===== src/rtl/digit_scroller_pkg.sv =====
// Shared types and encodings for the digit scroller.
// Holds the FSM state type and the dir/mode encodings used by its ports.
package digit_scroller_pkg;

  typedef enum logic [1:0] {
    ST_IDLE = 2'd0,
    ST_RUN  = 2'd1,
    ST_DONE = 2'd2
  } state_t;

  localparam logic DIR_LEFT     = 1'b0;
  localparam logic DIR_RIGHT    = 1'b1;
  localparam logic MODE_ROTATE  = 1'b0;
  localparam logic MODE_ONESHOT = 1'b1;

endpackage


===== src/rtl/digit_scroller_step_prescaler.sv =====
// Step prescaler: counts enabled cycles.
// Pulses tick on every STEP_DIV-th enabled cycle.
module step_prescaler #(
  parameter int STEP_DIV = 1
) (
  input  logic clk,
  input  logic rst_n,
  input  logic clr,
  input  logic en,
  output logic tick
);

  // The counter keeps a 1-bit width when STEP_DIV is 1 and stays at zero.
  localparam int CW = (STEP_DIV > 1) ? $clog2(STEP_DIV) : 1;

  logic [CW-1:0] cnt_reg;

  assign tick = en && (cnt_reg == CW'(STEP_DIV - 1));

  always_ff @(posedge clk) begin
    if (!rst_n) begin
      cnt_reg <= '0;
    end else if (clr) begin
      cnt_reg <= '0;
    end else if (en) begin
      cnt_reg <= tick ? '0 : cnt_reg + CW'(1);
    end
  end

endmodule


===== src/rtl/digit_scroller.sv =====
// Circular digit buffer that scrolls a DIGITS-wide window left or right.
// It can rotate forever, or run once around and then pulse done.
module digit_scroller #(
  parameter int DIGITS     = 8,
  parameter int BUF_DIGITS = 24,
  parameter int DW         = 4,
  parameter int STEP_DIV   = 1
) (
  input  logic                          clk,
  input  logic                          rst_n,
  input  logic                          load_valid,
  output logic                          load_ready,
  input  logic [BUF_DIGITS*DW-1:0]      load_data,
  input  logic                          load_mode,
  input  logic                          dir,
  input  logic                          hold,
  input  logic                          stop,
  output logic [DIGITS*DW-1:0]          win,
  output logic [$clog2(BUF_DIGITS)-1:0] pos,
  output logic                          busy,
  output logic                          done
);
  import digit_scroller_pkg::*;

  localparam int BW = BUF_DIGITS * DW;
  localparam int WW = DIGITS * DW;
  localparam int PW = $clog2(BUF_DIGITS);

  state_t        state_reg;
  logic [BW-1:0] buf_reg;
  logic [PW-1:0] pos_reg;
  logic          mode_reg;
  logic          busy_reg;
  logic          done_reg;

  logic          accept;
  logic          tick;
  logic [BW-1:0] rot_next;
  logic [PW-1:0] pos_next;

  assign load_ready = (state_reg != ST_RUN);
  assign accept     = load_valid && load_ready;

  step_prescaler #(
    .STEP_DIV(STEP_DIV)
  ) u_prescaler (
    .clk  (clk),
    .rst_n(rst_n),
    .clr  (accept),
    .en   ((state_reg == ST_RUN) && !hold),
    .tick (tick)
  );

  // Digit 0 sits in the MS bits, so a left step moves it to the bottom.
  assign rot_next = (dir == DIR_RIGHT) ? {buf_reg[DW-1:0], buf_reg[BW-1:DW]}
                                       : {buf_reg[BW-DW-1:0], buf_reg[BW-1 -: DW]};

  always_comb begin
    pos_next = pos_reg;
    if (dir == DIR_RIGHT) begin
      pos_next = (pos_reg == '0) ? PW'(BUF_DIGITS - 1) : pos_reg - PW'(1);
    end else begin
      pos_next = (pos_reg == PW'(BUF_DIGITS - 1)) ? '0 : pos_reg + PW'(1);
    end
  end

  always_ff @(posedge clk) begin
    if (!rst_n) begin
      state_reg <= ST_IDLE;
      buf_reg   <= '1;
      pos_reg   <= '0;
      mode_reg  <= MODE_ROTATE;
      busy_reg  <= 1'b0;
      done_reg  <= 1'b0;
    end else begin
      done_reg <= 1'b0;
      case (state_reg)
        ST_IDLE, ST_DONE: begin
          if (load_valid) begin
            buf_reg   <= load_data;
            pos_reg   <= '0;
            mode_reg  <= load_mode;
            busy_reg  <= 1'b1;
            state_reg <= ST_RUN;
          end
        end
        ST_RUN: begin
          if (stop) begin
            busy_reg  <= 1'b0;
            state_reg <= ST_IDLE;
          end else if (tick) begin
            buf_reg <= rot_next;
            pos_reg <= pos_next;
            if (mode_reg == MODE_ONESHOT && pos_next == '0) begin
              busy_reg  <= 1'b0;
              done_reg  <= 1'b1;
              state_reg <= ST_DONE;
            end
          end
        end
        default: begin
          busy_reg  <= 1'b0;
          state_reg <= ST_IDLE;
        end
      endcase
    end
  end

  assign win  = buf_reg[BW-1 -: WW];
  assign pos  = pos_reg;
  assign busy = busy_reg;
  assign done = done_reg;

endmodule


===== config.mk =====
export PLATFORM = sky130hd
export DESIGN_NAME = digit_scroller
export DESIGN_NICKNAME = d
export VERILOG_FILES = /design/src/rtl/digit_scroller_pkg.sv /design/src/rtl/digit_scroller_step_prescaler.sv /design/src/rtl/digit_scroller.sv
export SDC_FILE = /design/constraint.sdc
export NUM_CORES = 1
export LEC_CHECK = 0
export BUFFER_PORTS_ARGS = -buffer_cell sky130_fd_sc_hd__buf_2
export CAP_MARGIN = 25
export CORE_MARGIN = 2
export CORE_UTILIZATION = 49
export DETAILED_ROUTE_END_ITERATION = 8
export GPL_TIMING_DRIVEN = 0
export PLACE_DENSITY = 0.77
export SLEW_MARGIN = 15
export SYNTH_ARGS = -nofsm -noshare
export SYNTH_HDL_FRONTEND = slang
export SYNTH_SLANG_ARGS = --single-unit

===== constraint.sdc =====
create_clock -name clk -period 1.8 [get_ports clk]
set_input_delay 0.18 -clock clk [delete_from_list [all_inputs] [get_ports clk]]
set_output_delay 0.18 -clock clk [all_outputs]
set_load 0.02 [all_outputs]

==> impl_summary.txt <==
----------------------------------------------------
[Layout]
  Sequential cell area ... 2150 um2
  Fillcell total ... 1101
  Final non-filler cell total ... 1060
  Max reg flops ... 96
  Number of inserted diodes ... 0
  Layout Area Growth over Synthesis ... 22.3%
  Net count reported at finish ... 1013
  Ratio of cells with drive above 1 in the final layout ... 27.8%
  Multi-input logic area ... 3350 um2

[Floorplanning]
  Initial standard-cell utilization of the core ... 50.2%
  Floorplan die width ... 115 um
  Core box area ... 12000 um2
  Die boundary height ... 115 um
  FP Rows ... 40
  I/O Pins ... 143
  Total Die Area ... 13200 um2

[STA]
  Hold Vio Cnt, Final ... 0
  Relative slew slack ... 62.0%
  Number of max-slew violations in the final report ... 0
  Worst Tran Pin Value ... 0.570 ns
  RSZ-0062 raised after global routing ... true
  Tcrit/Tclk final ... 96.7%
  Shortest clock period the worst path allows after layout ... 1.74 ns
  Fmax ... 575 MHz
  Worst Clk Skew ... 0.00755 ns
  Final Setup Violations ... 0

[Clock network]
  CTS Root Buffer Type ... sky130_fd_sc_hd__clkbuf_16
  Clock Path Buffers ... 2
  Clock-pin slew reported for the worst setup and hold paths after clock tree synthesis ... 0.07 ns
  CTS tree ... yes
  Skew-Pair Late Insertion Delay ... 0.35 ns
  H-tree Lvls ... 3
  Sinks on the clock net ... 107
  Number of buffers created by CTS ... 9

[Synthesis]
  Proportion of netlist area held by the largest area contributor ... 35.5%
  Async set or reset register ratio after synthesis ... 0%
  Register bit count reported by yosys ... 107
  Sequential fraction of the synthesis area ... 35.5%
  Post-synthesis cell type with the largest combined area ... sky130_fd_sc_hd__dfxtp_1
  Gate Count Post-Synth ... 752
  Cell types with the largest area share after synthesis ... sky130_fd_sc_hd__dfxtp_1, sky130_fd_sc_hd__mux2i_1, sky130_fd_sc_hd__o211ai_1, sky130_fd_sc_hd__a21oi_1, sky130_fd_sc_hd__nor2_1
  Mapped cell area ... 6030 um2
  Most frequently used flop master after synthesis ... sky130_fd_sc_hd__dfxtp_1
  Average size of a mapped cell ... 8.02 um2
  Number of synthesized flops with an enable pin ... 0
  Synthesis warning total ... 0
  Synth top cells by count ... sky130_fd_sc_hd__dfxtp_1, sky130_fd_sc_hd__nor2_1, sky130_fd_sc_hd__a21oi_1, sky130_fd_sc_hd__nand2_1, sky130_fd_sc_hd__mux2i_1
  Syn Nets ... 857
  Unique masters post-synth ... 43

[Drt]
  Iteration-0 DRC count of the detailed router ... 400
  Remaining routing DRC violations ... 0
  DR WL/cell ... 15.7 um
  Total number of vias ... 5913
  Number of iterations in the first detailed-routing pass ... 5
  Wire length on met1 ... 7840 um
  Highest metal used ... met4
  Met2 wire length ... 7670 um
  Wire length on met3 ... 926 um
  Detailed Route WL ... 16700 um
  Per-cell via count in the routed design ... 5.58
  Antenna Violating Nets Remaining ... 0

[Setup path]
  R2r setup slk ... 0.06 ns
  Biggest cell delay along the critical path ... 0.35 ns
  Cell with the largest stage delay on the worst path ... sky130_fd_sc_hd__dfxtp_1
  Number of cells on the worst reg-to-reg path ... 7
  Sequence of cells on the critical path ... and2b_2 -> clkinv_4 -> buf_6 -> buf_6 -> buf_2
  R2R Path End ... state_reg[0]
  Worst EP required ... 1.62 ns
  R2R Path Start ... pos[0]
  Cell repeated most along the worst path ... sky130_fd_sc_hd__buf_6
  Category of the worst setup path launch point ... register
  Classification of the worst setup path ... reg2out
  Maximum fanout along the worst path ... 10
  Family with the most delay on the worst path ... buffers and inverters
  Buf+Inv Stages, Crit Path ... 4
  Arrival time of data at the critical path endpoint ... 1.56 ns
  Sort of element at the end of the critical path ... output port

[Placed design]
  Inst Count DP ... 1040
  Final GP Congestion ... 0.872
  HPWL after detailed placement ... 12100 um
  Count of buffers inserted at the top-level ports ... 141

[Outcome]
  Result of the run ... finished clean

[Min path]
  Hold Path Origin ... load_valid
  Worst hold path class ... in2reg
  Number of cells on the worst hold path ... 2
  End of the worst hold path ... u_prescaler.cnt_reg

[GRT]
  Vias in the first global route ... 5405
  Maximum number of pins on one net before global-route repair ... 17
  Wire length of the first global-routing pass ... 26900 um
  Antenna violations before repair ... 0
  Total overflow reported by the global router ... 0
  All-Layer GR Usage ... 25.0%

[Pwr]
  Power, Total ... 6.56 mW
  Power Dens Cells ... 889 nW/um2
  Total leakage power ... 3.46 nW
  Worst vdd ir ... 0.420 mV

[Flow run]
  Max Cap Viol ... 0

----------------------------------------------------
-- what timing repair did --
item                       CTS  global route
pin swaps                    1             1
resized for setup            5            29
hold buffers                 0             0
setup buffers                3             1
setup endpoints to repair   40            82
-- through the flow --
| stage | instance area, um2 | utilization, % | setup TNS (ns) | hold WS [ns] | setup WS, ns |
|---|---|---|---|---|---|
| final | 7380 | 61.4 | 0 | 0.0360 | 0.0603 |
| after global routing | 7380 | 61.4 | -0.0233 | 0.0454 | -0.00637 |
| after CTS | 7310 | 60.9 | 0 | 0.0392 | 0.00802 |
| after detailed placement | 6930 | 57.7 | -0.596 | 0.408 | -0.0553 |
| after global placement | 6930 | 57.7 | -0.109 | 0.399 | -0.0285 |
| after floorplan | 6040 | - | 0 | 0.257 | 0.0426 |
-- metal layers --
layer | GRT usage (%) | vias up
met1 | 35.1 | 2719
met3 | 3.58 | 23
li1 | - | 2958
met4 | 6.91 | 0
met2 | 40.4 | 213
met5 | 0 | -
-- kinds of logic after synthesis --
family | after synthesis | share of synthesized area (%)
AND/OR/NAND/NOR | 229 | 15.8
XOR/XNOR | 2 | 0.290
AO/OA/AOI/OAI | 213 | 22.4
flip-flops | 107 | 35.5
multiplexers | 97 | 16.1
adder cells (fa/ha/maj) | 2 | 0.415
buffers and inverters | 102 | 9.54
-- power breakdown --
group          total (mW)  switching [mW]  internal [mW]
Sequential           2.82           0.226           2.59
Clock                2.22           0.903           1.32
Combinational        1.52           0.834          0.690
-- worst max path at each step --
stage                      start           end  cells past startpoint
floorplan                 pos[0]  state_reg[0]                      7
global placement          pos[0]  state_reg[0]                      7
detailed placement  state_reg[1]   buf_reg[68]                      6
CTS                 state_reg[1]    load_ready                      5
global route              pos[0]  state_reg[0]                      7
finish              state_reg[1]    load_ready                      5
-- layout by cell type, fill, tap and decap left out, drive strengths merged, types with 2 or more instances in the layout --
master,instances
mux2i,97
nand3,5
a21oi,102
nor2,108
o21ai,4
clkinv,2
xnor2,2
inv,3
buf,214
o21a,2
clkbuf,42
nor4,2
nor2b,2
nand2,102
dfxtp,107
ha,2
nor4bb,2
o211ai,96
-- final cells by class --
type                            count  area share (%)
Buffer                             97            8.04
Clock buffer                       14            4.14
Clock inverter                      2           0.509
Inverter                            5           0.322
Multi-Input combinational cell    543            45.4
Sequential cell                   107            29.2
Tap cell                          147            2.49
Timing Repair Buffer              145            9.97
(Power assumes the default switching activity.)
